==> config.mk <==
export PLATFORM = sky130hd
export DESIGN_NAME = vga_timing_gen_flat
export DESIGN_NICKNAME = d
export VERILOG_FILES = /design/src/rtl/vga_timing_gen_if.sv /design/src/rtl/vga_timing_gen.sv /design/src/flat_wrapper.sv
export SDC_FILE = /design/constraint.sdc
export NUM_CORES = 1
export LEC_CHECK = 0
export ABC_CLOCK_PERIOD_IN_PS = 2100
export BUFFER_PORTS_ARGS = -buffer_cell sky130_fd_sc_hd__buf_2
export CELL_PAD_IN_SITES_DETAIL_PLACEMENT = 0
export CELL_PAD_IN_SITES_GLOBAL_PLACEMENT = 1
export CORE_MARGIN = 4
export CORE_UTILIZATION = 30
export DETAILED_ROUTE_END_ITERATION = 12
export PLACE_DENSITY_LB_ADDON = 0.1
export SYNTH_ARGS = -nofsm -noshare
export SYNTH_HDL_FRONTEND = slang
export SYNTH_SLANG_ARGS = --single-unit
export TNS_END_PERCENT = 50
==> constraint.sdc <==
create_clock -name clk -period 2.1 [get_ports clk]
set_input_delay 0.105 -clock clk [delete_from_list [all_inputs] [get_ports clk]]
set_output_delay 0.105 -clock clk [all_outputs]
set_load 0.02 [all_outputs]
==> src/rtl/vga_timing_gen_if.sv <==
// rtl/vga_timing_gen_if.sv - raster timing bundle between the generator and its pixel consumer
interface vga_timing_gen_if #(
  parameter int X_W         = 11,
  parameter int Y_W         = 10,
  parameter int SCALE_SHIFT = 1,
  parameter int FRAME_W     = 8
);
  logic                         pixEn;
  logic                         hsync;
  logic                         vsync;
  logic                         displayOn;
  logic [X_W-SCALE_SHIFT-1:0]   screenX;
  logic [Y_W-SCALE_SHIFT-1:0]   screenY;
  logic                         lineStart;
  logic                         frameStart;
  logic [FRAME_W-1:0]           frameCount;

  // Generator side: consumes the pixel enable, drives all timing outputs.
  modport master (
    input  pixEn,
    output hsync, vsync, displayOn, screenX, screenY, lineStart, frameStart, frameCount
  );

  // Consumer side: supplies the pixel enable, observes the timing.
  modport slave (
    output pixEn,
    input  hsync, vsync, displayOn, screenX, screenY, lineStart, frameStart, frameCount
  );
endinterface

==> src/rtl/vga_timing_gen.sv <==
// rtl/vga_timing_gen.sv - parametrised raster timing generator with scaled coordinates and frame counter
module vga_timing_gen #(
  parameter int H_DISPLAY   = 800,
  parameter int H_FRONT     = 40,
  parameter int H_SYNC      = 128,
  parameter int H_BACK      = 88,
  parameter int V_DISPLAY   = 600,
  parameter int V_FRONT     = 1,
  parameter int V_SYNC      = 4,
  parameter int V_BACK      = 23,
  parameter int H_POL       = 1,
  parameter int V_POL       = 1,
  parameter int SCALE_SHIFT = 1,
  parameter int X_W         = 11,
  parameter int Y_W         = 10,
  parameter int FRAME_W     = 8
) (
  input  logic           clk,
  input  logic           rst,
  vga_timing_gen_if.master bus
);

  localparam int H_TOTAL = H_DISPLAY + H_FRONT + H_SYNC + H_BACK;
  localparam int V_TOTAL = V_DISPLAY + V_FRONT + V_SYNC + V_BACK;
  localparam int SX_W    = X_W - SCALE_SHIFT;
  localparam int SY_W    = Y_W - SCALE_SHIFT;

  // Parameter sanity: counters must hold the full raster and the scaler is limited to /8.
  if (H_TOTAL > (1 << X_W)) begin : g_bad_x_w
    $error("vga_timing_gen: H_TOTAL does not fit in X_W bits");
  end
  if (V_TOTAL > (1 << Y_W)) begin : g_bad_y_w
    $error("vga_timing_gen: V_TOTAL does not fit in Y_W bits");
  end
  if (SCALE_SHIFT > 3 || SCALE_SHIFT < 0) begin : g_bad_shift
    $error("vga_timing_gen: SCALE_SHIFT must be 0..3");
  end

  // Comparisons are done one bit wider than the counters so a region boundary equal
  // to 2^X_W (or 2^Y_W) does not alias to zero.
  localparam logic [X_W:0]   H_DISP_C   = (X_W+1)'(H_DISPLAY);
  localparam logic [X_W:0]   HS_START_C = (X_W+1)'(H_DISPLAY + H_FRONT);
  localparam logic [X_W:0]   HS_STOP_C  = (X_W+1)'(H_DISPLAY + H_FRONT + H_SYNC);
  localparam logic [Y_W:0]   V_DISP_C   = (Y_W+1)'(V_DISPLAY);
  localparam logic [Y_W:0]   VS_START_C = (Y_W+1)'(V_DISPLAY + V_FRONT);
  localparam logic [Y_W:0]   VS_STOP_C  = (Y_W+1)'(V_DISPLAY + V_FRONT + V_SYNC);
  localparam logic [X_W-1:0] X_LAST     = X_W'(H_TOTAL - 1);
  localparam logic [Y_W-1:0] Y_LAST     = Y_W'(V_TOTAL - 1);
  localparam logic           HS_ON      = (H_POL != 0) ? 1'b1 : 1'b0;
  localparam logic           VS_ON      = (V_POL != 0) ? 1'b1 : 1'b0;

  // Raster position counters.
  logic [X_W-1:0]     x_q, x_d;
  logic [Y_W-1:0]     y_q, y_d;
  logic [FRAME_W-1:0] fc_q, fc_d;

  // Registered outputs describing the position held one enabled clk earlier.
  logic               hs_q, hs_d;
  logic               vs_q, vs_d;
  logic               de_q, de_d;
  logic [SX_W-1:0]    sx_q, sx_d;
  logic [SY_W-1:0]    sy_q, sy_d;
  logic               ls_q, ls_d;
  logic               fs_q, fs_d;

  // Region decode of the current position.
  logic [X_W:0] x_ext;
  logic [Y_W:0] y_ext;
  logic         h_vis, v_vis, h_sync_act, v_sync_act;
  logic         x_at_end, y_at_end, at_origin_x, at_origin_y;

  assign x_ext       = {1'b0, x_q};
  assign y_ext       = {1'b0, y_q};
  assign h_vis       = (x_ext < H_DISP_C);
  assign v_vis       = (y_ext < V_DISP_C);
  assign h_sync_act  = (x_ext >= HS_START_C) && (x_ext < HS_STOP_C);
  assign v_sync_act  = (y_ext >= VS_START_C) && (y_ext < VS_STOP_C);
  assign x_at_end    = (x_q == X_LAST);
  assign y_at_end    = (y_q == Y_LAST);
  assign at_origin_x = (x_q == '0);
  assign at_origin_y = (y_q == '0);

  // Next-state: on an enabled clk sample the outputs from the current position and step the raster;
  // otherwise hold everything except the strobes, which drop so they never exceed one clk.
  always_comb begin
    x_d  = x_q;
    y_d  = y_q;
    fc_d = fc_q;
    hs_d = hs_q;
    vs_d = vs_q;
    de_d = de_q;
    sx_d = sx_q;
    sy_d = sy_q;
    ls_d = 1'b0;
    fs_d = 1'b0;
    if (bus.pixEn) begin
      hs_d = h_sync_act ? HS_ON : ~HS_ON;
      vs_d = v_sync_act ? VS_ON : ~VS_ON;
      de_d = h_vis && v_vis;
      sx_d = x_q[X_W-1:SCALE_SHIFT];
      sy_d = y_q[Y_W-1:SCALE_SHIFT];
      ls_d = at_origin_x;
      fs_d = at_origin_x && at_origin_y;
      if (x_at_end) begin
        x_d = '0;
        if (y_at_end) begin
          y_d  = '0;
          fc_d = fc_q + FRAME_W'(1);
        end else begin
          y_d = y_q + Y_W'(1);
        end
      end else begin
        x_d = x_q + X_W'(1);
      end
    end
  end

  // State and output registers; reset forces idle sync levels and the raster origin.
  always_ff @(posedge clk or posedge rst) begin
    if (rst) begin
      x_q  <= '0;
      y_q  <= '0;
      fc_q <= '0;
      hs_q <= ~HS_ON;
      vs_q <= ~VS_ON;
      de_q <= 1'b0;
      sx_q <= '0;
      sy_q <= '0;
      ls_q <= 1'b0;
      fs_q <= 1'b0;
    end else begin
      x_q  <= x_d;
      y_q  <= y_d;
      fc_q <= fc_d;
      hs_q <= hs_d;
      vs_q <= vs_d;
      de_q <= de_d;
      sx_q <= sx_d;
      sy_q <= sy_d;
      ls_q <= ls_d;
      fs_q <= fs_d;
    end
  end

  assign bus.hsync      = hs_q;
  assign bus.vsync      = vs_q;
  assign bus.displayOn  = de_q;
  assign bus.screenX    = sx_q;
  assign bus.screenY    = sy_q;
  assign bus.lineStart  = ls_q;
  assign bus.frameStart = fs_q;
  assign bus.frameCount = fc_q;

endmodule

==> src/flat_wrapper.sv <==
// flat-port wrapper written by rule: the top's interface ports become plain ports
module vga_timing_gen_flat 
#(
  parameter int H_DISPLAY   = 800,
  parameter int H_FRONT     = 40,
  parameter int H_SYNC      = 128,
  parameter int H_BACK      = 88,
  parameter int V_DISPLAY   = 600,
  parameter int V_FRONT     = 1,
  parameter int V_SYNC      = 4,
  parameter int V_BACK      = 23,
  parameter int H_POL       = 1,
  parameter int V_POL       = 1,
  parameter int SCALE_SHIFT = 1,
  parameter int X_W         = 11,
  parameter int Y_W         = 10,
  parameter int FRAME_W     = 8
)
  (clk, rst, bus_pixEn, bus_hsync, bus_vsync, bus_displayOn, bus_screenX, bus_screenY, bus_lineStart, bus_frameStart, bus_frameCount);
  vga_timing_gen_if #(.X_W(X_W), .Y_W(Y_W), .SCALE_SHIFT(SCALE_SHIFT), .FRAME_W(FRAME_W)) bus_i ();
  input  logic clk;
  input  logic rst;
  input wire logic [$bits(bus_i.pixEn)-1:0] bus_pixEn;
  output wire logic [$bits(bus_i.hsync)-1:0] bus_hsync;
  output wire logic [$bits(bus_i.vsync)-1:0] bus_vsync;
  output wire logic [$bits(bus_i.displayOn)-1:0] bus_displayOn;
  output wire logic [$bits(bus_i.screenX)-1:0] bus_screenX;
  output wire logic [$bits(bus_i.screenY)-1:0] bus_screenY;
  output wire logic [$bits(bus_i.lineStart)-1:0] bus_lineStart;
  output wire logic [$bits(bus_i.frameStart)-1:0] bus_frameStart;
  output wire logic [$bits(bus_i.frameCount)-1:0] bus_frameCount;
  assign bus_i.pixEn = bus_pixEn;
  assign bus_hsync = bus_i.hsync;
  assign bus_vsync = bus_i.vsync;
  assign bus_displayOn = bus_i.displayOn;
  assign bus_screenX = bus_i.screenX;
  assign bus_screenY = bus_i.screenY;
  assign bus_lineStart = bus_i.lineStart;
  assign bus_frameStart = bus_i.frameStart;
  assign bus_frameCount = bus_i.frameCount;
  vga_timing_gen #(.H_DISPLAY(H_DISPLAY), .H_FRONT(H_FRONT), .H_SYNC(H_SYNC), .H_BACK(H_BACK), .V_DISPLAY(V_DISPLAY), .V_FRONT(V_FRONT), .V_SYNC(V_SYNC), .V_BACK(V_BACK), .H_POL(H_POL), .V_POL(V_POL), .SCALE_SHIFT(SCALE_SHIFT), .X_W(X_W), .Y_W(Y_W), .FRAME_W(FRAME_W)) u_core (.clk(clk), .rst(rst), .bus(bus_i));
endmodule
---- Word level (Yosys, flattened, before mapping) ----
Index checks and enable logic that the tools add are counted.
word-level totals
  output and inout port bits .............. 32
  flip-flop bits (word level) ............. 53
  bits of input ports ..................... 3
  memory bits (read-only) ................. 0
  latch bits .............................. 0
  logic and storage cells ................. 35
  memory bits (writable) .................. 0
  memories kept ........................... 0
cells by class
  eq/ne operators ......................... 2
  $mul .................................... 0
  shift operators ......................... 0
  reduce and logical (&&, ||, !) cells .... 8
  $lt $le $gt $ge ......................... 6
  div/mod/pow operators ................... 0
  bitwise gates (word level) .............. 0
  $add $sub $neg .......................... 3
  mux-type cells .......................... 6
operators by type and width
  kind                   number
  $lt 11x10->1 const B   2
  $lt 10x10->1 const B   2
  $add 11x1->11 const B  1
  $eq 11x11->1 const B   1
  $ge 11x10->1 const B   1
  $logic_not 11->1       1
  $mux 11                1
  $add 10x1->10 const B  1
  $eq 10x10->1 const B   1
  $ge 10x10->1 const B   1
  $logic_not 10->1       1
  $mux 10                1
  $add 8x1->8 const B    1
  $logic_and 1x1->1      4
  $mux 1                 4
  $reduce_and 3->1       1
  $reduce_and 2->1       1

---- Logic depth before layout (Yosys ltp) ----
Gate-level depths: netlist (run 1).
  depth in word-level cells ............... 3
  gate-level depth with buffers ........... 7
  mapped depth without buffers ............ 5

---- Worst setup path after synthesis (run 1) ----
Ideal clock, no wire load.
  path type ............................... register -> register
  from .................................... register u_core.y_q[3]
  to ...................................... register u_core.fc_q[4] (netlist: u_core.bus.frameCount[4])
  setup slack ............................. 0.126 ns
  data arrival time ....................... 1.843 ns
  setup time .............................. 0.130 ns
  stages on the path, launching flop included .. 6
  period minus slack after synthesis ...... 1.974 ns
  path through ............................ dfrtp_1 > buf_6 > or4_4 > or3_4 > or3_4 > xnor2_2
between the ends
  longest elaborated chain between the ends .. 2
RTL lines
  element                     RTL line               text
  from (decl)                 vga_timing_gen.sv:54   logic [Y_W-1:0] y_q, y_d;
  from (signal assigned)      vga_timing_gen.sv:133  y_q <= y_d;
  $eq 10x10->1                vga_timing_gen.sv:79   assign y_at_end = (y_q == Y_LAST);
  $reduce_and 3->1 (no line)  -
  to (signal assigned)        vga_timing_gen.sv:123  fc_q <= '0;
  to (signal assigned)        vga_timing_gen.sv:134  fc_q <= fc_d;
  to (decl)                   vga_timing_gen.sv:55   logic [FRAME_W-1:0] fc_q, fc_d;
No other way between the ends.
A chain may end at the register's enable or synchronous reset.

---- Worst setup path after layout (run 1) ----
  from .................................... register u_core.y_q[2]
  to ...................................... register u_core.fc_q[4] (netlist: u_core.bus.frameCount[4])
The elaborated chain is that of the path after synthesis.

==> results of run 1 <==
-- state kept, by name, indices dropped and copies added (netlist names), 8 cells and up --
name,cells
u_core.y_q,10
u_core.bus.frameCount,8
u_core.x_q,11
u_core.bus.screenX,10
u_core.bus.screenY,9
-- layer usage --
metal  track usage [%]  routed length, um  vias up
met1              17.3               2760      828
met2              17.5               2400       27
met4              3.47                 54        0
li1                  -                  -      861
met3              2.41                188        5
met5                 0                  0        -
-- final timing paths --
kind                                          start                        to  slack (ns)  depth (start not counted)
max                                   u_core.y_q[2]  u_core.bus.frameCount[4]        0.21                          4
min                                       bus_pixEn      u_core.bus.lineStart        0.18                          3
max reg2reg                           u_core.y_q[2]  u_core.bus.frameCount[4]        0.21                          4
min reg2reg                u_core.bus.frameCount[7]  u_core.bus.frameCount[7]        0.47                          1
max in group asynchronous                       rst             u_core.y_q[5]        1.16                          4
min in group asynchronous                       rst     u_core.bus.screenX[5]        0.39                          3
-- worst min-delay path, cell delays in order --
cell,delay (ns)
buf_2,0.12
or4bb_1,0.16
nor4_1,0.05
-- logic make-up (layout without fill, tap and decap cells) --
kind of cell	Yosys count	count (layout)	share of synthesized area, %
and+or+nand+nor	80	80	17.9
DFF	53	53	53.4
muxes	26	26	11.6
xor gates and xnor gates	20	20	7.36
buffers and inverters	20	67	3.43
AOI/OAI and AO/OA	14	14	3.23
adders and majority gates	6	6	3.02
-- layout by cell type (no fill, tap or decap), types with 2 or more instances in the layout --
cell type	count
buf_4	15
a21oi_1	4
nand3_1	8
xnor2_1	11
clkbuf_8	6
nor4_1	2
nand2_1	14
xor2_1	8
nor3_1	8
or3_4	2
nor2_1	16
and3_1	4
mux2_2	22
or3_1	4
o21ai_0	6
dfrtp_1	53
buf_2	34
nand2b_1	2
and4_1	2
ha_1	6
nand4_1	12
inv_1	8
mux2i_1	4
-- power by group through the flow --
stage,sequential [mW],clock [mW],combinational (mW)
2_1_floorplan,1.31,0,0.271
3_3_place_gp,1.26,0,0.521
3_5_place_dp,1.26,0,0.522
4_1_cts,1.24,0.610,0.526
5_1_grt,1.26,0.658,0.577
6_report,1.24,0.591,0.514
-- stage by stage --
step                util (%)  cell area (um^2)  power (mW)
floorplan                  -              2480        1.58
global placement        36.3              2860        1.78
detailed placement      36.3              2860        1.78
CTS                     37.5              2960        2.38
global route            37.6              2960        2.49
finish                  37.6              2960        2.34
-- timing repair --
action / CTS / global route
hold buffers: 1 / 0
hold endpoints to repair: 23 / 0
endpoints found under the setup margin: 0 / 1
gates resized for setup: 0 / 1
-- layout make-up --
type	instances	area [um^2]	share of cell area (%)
Sequential cell	53	1330	44.7
Multi-Input combinational cell	146	1080	36.3
Timing Repair Buffer	51	313	10.6
Tap cell	102	128	4.31
Clock buffer	7	86.3	2.91
Inverter	9	33.8	1.14
==> impl_results.md, run 1 <==
* CTS Sinks at 53
* Comb pwr share at 21.9%
* Clk pwr share at 25.3%
* Core ar. at 7890 um^2
* Status: completed
* Gr usage total at 11.8%
* Final hold vios at 0
* Post-synth ARST share at 100%
* Post-CTS setup buffers at 0
* Worst path arrival time at 2.09 ns
* Synthesized area at 2480 um^2
* Crit path buf inv count at 0
* EDFF count, synth at 0
* Worst-case vdd ir drop at 287 uV
* Clock Tree Root: clkbuf_8
* Top cells by count, synth: 53 x dfrtp_1, 22 x mux2_2, 16 x nor2_1, 14 x nand2_1, 12 x nand4_1
* Worst Path Max Fanout at 3
* Synthesized flop and latch total at 53
* Top Family by Delay on Critical Path: simple AND/OR/NAND/NOR gates
* RSZ-0062 raised after global routing: false
* Critical Path Max Stage Delay at 0.53 ns
* Most common cell in the synthesized netlist: dfrtp_1
* DIE AREA at 9790 um^2
* Fillers at 806
* Worst hold path type: input port to flop
* Worst-Margin Slew at 0.544 ns
* Post-route ant nets at 0
* DRC viols at 0
* DR vias at 1721
* Period Utilization, post-route at 89.9%
* Via density at 4.68
* Most repeated library cell on the critical path: or3_4
* Syn Area/Cell at 11.3 um^2
* Ys flop type: dfrtp_1
* Final hold slack at 0.179 ns
* WS Path Type: flop to flop
* Antenna violations before repair at 0
* Pwr dens at 790 nW/um^2
* Slew headroom at 63.7%
* GPL Wtd Cong at 0.726
* Worst Skew at 0.0107 ns
* Total of max-cap violations at 0
* Largest net degree at the start of global routing at 31
* 1st-iter DRT viols at 29
* DP Worst Slack at 0.204 ns
* Synth unique cells at 34
* Setup TNS at 0 ns
* Gr ovfl total at 0
* CP Cell Sequence: or4_4, or3_4, or3_4, xnor2_2
* CTS tree: built
* CP Capture Type: flop
* NetSw at 0.710 mW
* Cell Count, Final, Fillers Out at 368
* Die Y at 99.0 um
* Clock Path Buffers at 2
* Final setup fails at 0
* Maximum clock frequency at 530 MHz
* Seq pwr share at 52.8%
* Share of layout cells above drive strength 1 at 32.0%
* Placed Cells at 360
* H-tree Lvls at 2
* Final #Nets at 275
* Slowest-stage cell, CP: or4_4
* First-pass GRT wire length at 9.27 mm
* Starting Density at 31.5%
* Internal power at 1.63 mW
* DR pass1 iterations at 4
* Num CTS Buffers at 5
* I/O Pins at 35
* # rows at 32
* Synth area leader: dfrtp_1
* Synth area leaders: dfrtp_1 53%, mux2_2 10%, xnor2_1 3.9%
* Area growth from synthesis to layout at 19.4%
* Leak at 1.47 nW
* Mapped Cells at 219
* Final Worst Setup Slack at 0.212 ns
* Vias in the first global route at 1762
* Sequential share of the synthesized area at 53.4%
* CTS clk-pin slew, worst paths at 0.10 ns
* Hpwl dp at 3.99 mm
* Post-synth net total at 228
* Yosys warns at 0
* Final Max Slew Viols at 0
* Worst EP required at 2.30 ns
* Period minus WS final at 1.89 ns
* Die W at 99.0 um
* Post-synth top area share at 53.4%
* Routed WL at 5.40 mm
* # port buffers at 34
* Wirelength per Cell at 14.7 um
* Antenna cells at 0
* CP Launch Type: flop
* Worst skew pair latency at 0.30 ns
* Sw frac at 30.3%
Power figures use the tool's default switching activity.
==> run 2, diff against run 1 <==
--- a/config.mk
+++ b/config.mk
@@ -12,6 +12,7 @@
 export CORE_MARGIN = 4
 export CORE_UTILIZATION = 30
 export DETAILED_ROUTE_END_ITERATION = 12
+export GPL_TIMING_DRIVEN = 0
 export PLACE_DENSITY_LB_ADDON = 0.1
 export SYNTH_ARGS = -nofsm -noshare
 export SYNTH_HDL_FRONTEND = slang
==> impl_results.md, run 2 (synthesized netlist as in run 1, its figures left out) <==
* # port buffers at 34 (unchanged)
* Fillers at 793 (-1.6%)
* Vias in the first global route at 1749 (-0.74%)
* Antenna cells at 0 (unchanged)
* H-tree Lvls at 2 (unchanged)
* CTS Sinks at 53 (unchanged)
* Worst path arrival time at 2.22 ns (+0.13 ns)
* Final setup fails at 0 (unchanged)
* Share of layout cells above drive strength 1 at 30.1% (-1.9 points)
* Antenna violations before repair at 0 (unchanged)
* Most frequent cells in the layout: 52 x dfrtp_1, 36 x buf_2, 22 x mux2_2, 16 x nor2_1, 14 x nand2_1
* Worst Skew at 0.0124 ns (+0.00168 ns)
* Hold Path Depth at 3 (unchanged)
* GPL Wtd Cong at 0.694 (-4.4%)
* Maximum clock frequency at 493 MHz (-7.0%)
* Setup TNS at 0 ns (unchanged)
* Clock Path Buffers at 2 (unchanged)
* # rows at 32 (unchanged)
* Worst-case vdd ir drop at 311 uV (+8.2%)
* RR Startpoint: u_core.y_q[3]
* Pwr dens at 783 nW/um^2 (-0.90%)
* Worst Path Max Fanout at 8 (+5)
* Total power at 2.29 mW (-2.1%)
* Period Utilization, post-route at 96.6% (+6.7 points)
* WHS Endpoint: u_core.bus.lineStart
* Max reg flops at 11 (unchanged)
* Reg2reg end: u_core.bus.frameCount[4]
* Post-route ant nets at 0 (unchanged)
* Final hold vios at 0 (unchanged)
* Worst hold path type: input port to flop
* Critical Path Max Stage Delay at 0.51 ns (-0.02 ns)
* Slowest-stage cell, CP: or4_4
* Die Y at 99.0 um (unchanged)
* CP Capture Type: flop
* CTS clk-pin slew, worst paths at 0.10 ns (about the same)
* WS Path Type: flop to flop
* Clock Tree Root: clkbuf_8
* Gr usage total at 11.9% (+0.077 points)
* Num CTS Buffers at 5 (unchanged)
* Core ar. at 7890 um^2 (unchanged)
* Gr ovfl total at 0 (unchanged)
* Slew headroom at 59.7% (-3.9 points)
* Total of max-cap violations at 0 (unchanged)
* Largest net degree at the start of global routing at 38 (+23%)
* Commonest non-fill, non-tap cell in the layout: dfrtp_1
* Hpwl dp at 3.92 mm (-1.9%)
* Worst EP required at 2.29 ns (about the same)
* Largest Register: u_core.x_q
* Wirelength per Cell at 15.2 um (+3.4%)
* Starting Density at 31.5% (unchanged)
* CP Launch Type: flop
* Final #Nets at 274 (-0.36%)
* Final Max Slew Viols at 0 (unchanged)
* Worst path depth at 5 (+1)
* Status: completed
* Via density at 4.87 (+4.1%)
* DR vias at 1791 (+4.1%)
* Worst reg2reg path depth at 5 (+1)
* Crit path buf inv count at 1 (+1)
* Worst skew pair latency at 0.31 ns (about the same)
* DIE AREA at 9790 um^2 (unchanged)
* Leak at 1.43 nW (-2.5%)
* 1st-iter DRT viols at 65 (+120%)
* I/O Pins at 35 (unchanged)
* Routed WL at 5.59 mm (+3.4%)
* RSZ-0062 raised after global routing: false
* DRC viols at 0 (unchanged)
* Worst-Margin Slew at 0.604 ns (+0.0600 ns)
* Period minus WS final at 2.03 ns (+0.141 ns)
* Util after Layout at 37.1% (-0.46 points)
* Die W at 99.0 um (unchanged)
* CP Cell Sequence: buf_6, or4_4, or3_4, or3_4, xnor2_2
* CTS tree: built
* DR pass1 iterations at 4 (unchanged)
* HP Start: bus_pixEn
* Area growth from synthesis to layout at 17.9%
* Reg-to-reg setup timing slack at 0.07 ns (-0.14 ns)
* Top Family by Delay on Critical Path: simple AND/OR/NAND/NOR gates
* First-pass GRT wire length at 9.16 mm (-1.2%)
* Most repeated library cell on the critical path: or3_4
## run 2: through the flow
stage	worst slack (ns)	cell area (um^2)	hold WS (ns)	std cells
2_1_floorplan	0.126	2480	0.330	219
3_3_place_gp	-0.174	2780	0.455	355
3_5_place_dp	-0.137	2800	0.115	356
4_1_cts	0.0469	2920	0.164	368
5_1_grt	0.00654	2930	0.160	368
6_report	0.0707	2930	0.170	368
## run 2: power breakdown
part	internal (mW)	switching [mW]	leakage, nW	total, mW
Clock	0.232	0.340	0.0450	0.572
Sequential	1.14	0.0985	0.713	1.24
Combinational	0.190	0.292	0.674	0.482
## run 2: final cells by class
type                            count  area, um^2  share of cell area [%]
Buffer                             10        47.5                    1.62
Clock buffer                        6        72.6                    2.48
Clock inverter                      2        10.0                   0.342
Inverter                            9        33.8                    1.15
Multi-Input combinational cell    146        1080                    36.8
Sequential cell                    53        1330                    45.3
Tap cell                          102         128                    4.36
Timing Repair Buffer               40         230                    7.86
## run 2: what timing repair did
item / in CTS / in global routing
hold endpoints to repair: 16 / 0
endpoints found under the setup margin: 2 / 9
pin swaps: 2 / 2
resized for setup: 0 / 3
setup buffers: 3 / 1
hold buffers: 1 / 0
## run 2: worst register-to-register path: cells and delay by family (launching register included)
kind	cells	cell delay (ns)
xor gates and xnor gates	1	0.13
DFF	1	0.38
and+or+nand+nor	3	1.27
buffers and inverters	1	0.13
## run 2: layer usage
layer	vias up	wire, um	share of wire, %	track usage [%]
met5	-	0	0	0
met4	0	83	1.5	3.68
met3	7	227	4.1	2.69
met2	42	2410	43	16.8
met1	878	2860	51	17.9
li1	864	-	-	-
## run 2: worst max-delay path by stage
| stage | start | to | slack (ns) |
|---|---|---|---|
| floorplan | u_core.y_q[3] | u_core.bus.frameCount[4] | 0.13 |
| global placement | rst | u_core.bus.screenY[6] | -0.17 |
| detailed placement | u_core.x_q[0] | u_core.bus.frameCount[1] | -0.14 |
| CTS | u_core.y_q[2] | u_core.bus.frameCount[4] | 0.05 |
| global route | u_core.y_q[0] | u_core.y_q[6] | 0.007 |
| finish | u_core.y_q[3] | u_core.bus.frameCount[4] | 0.07 |
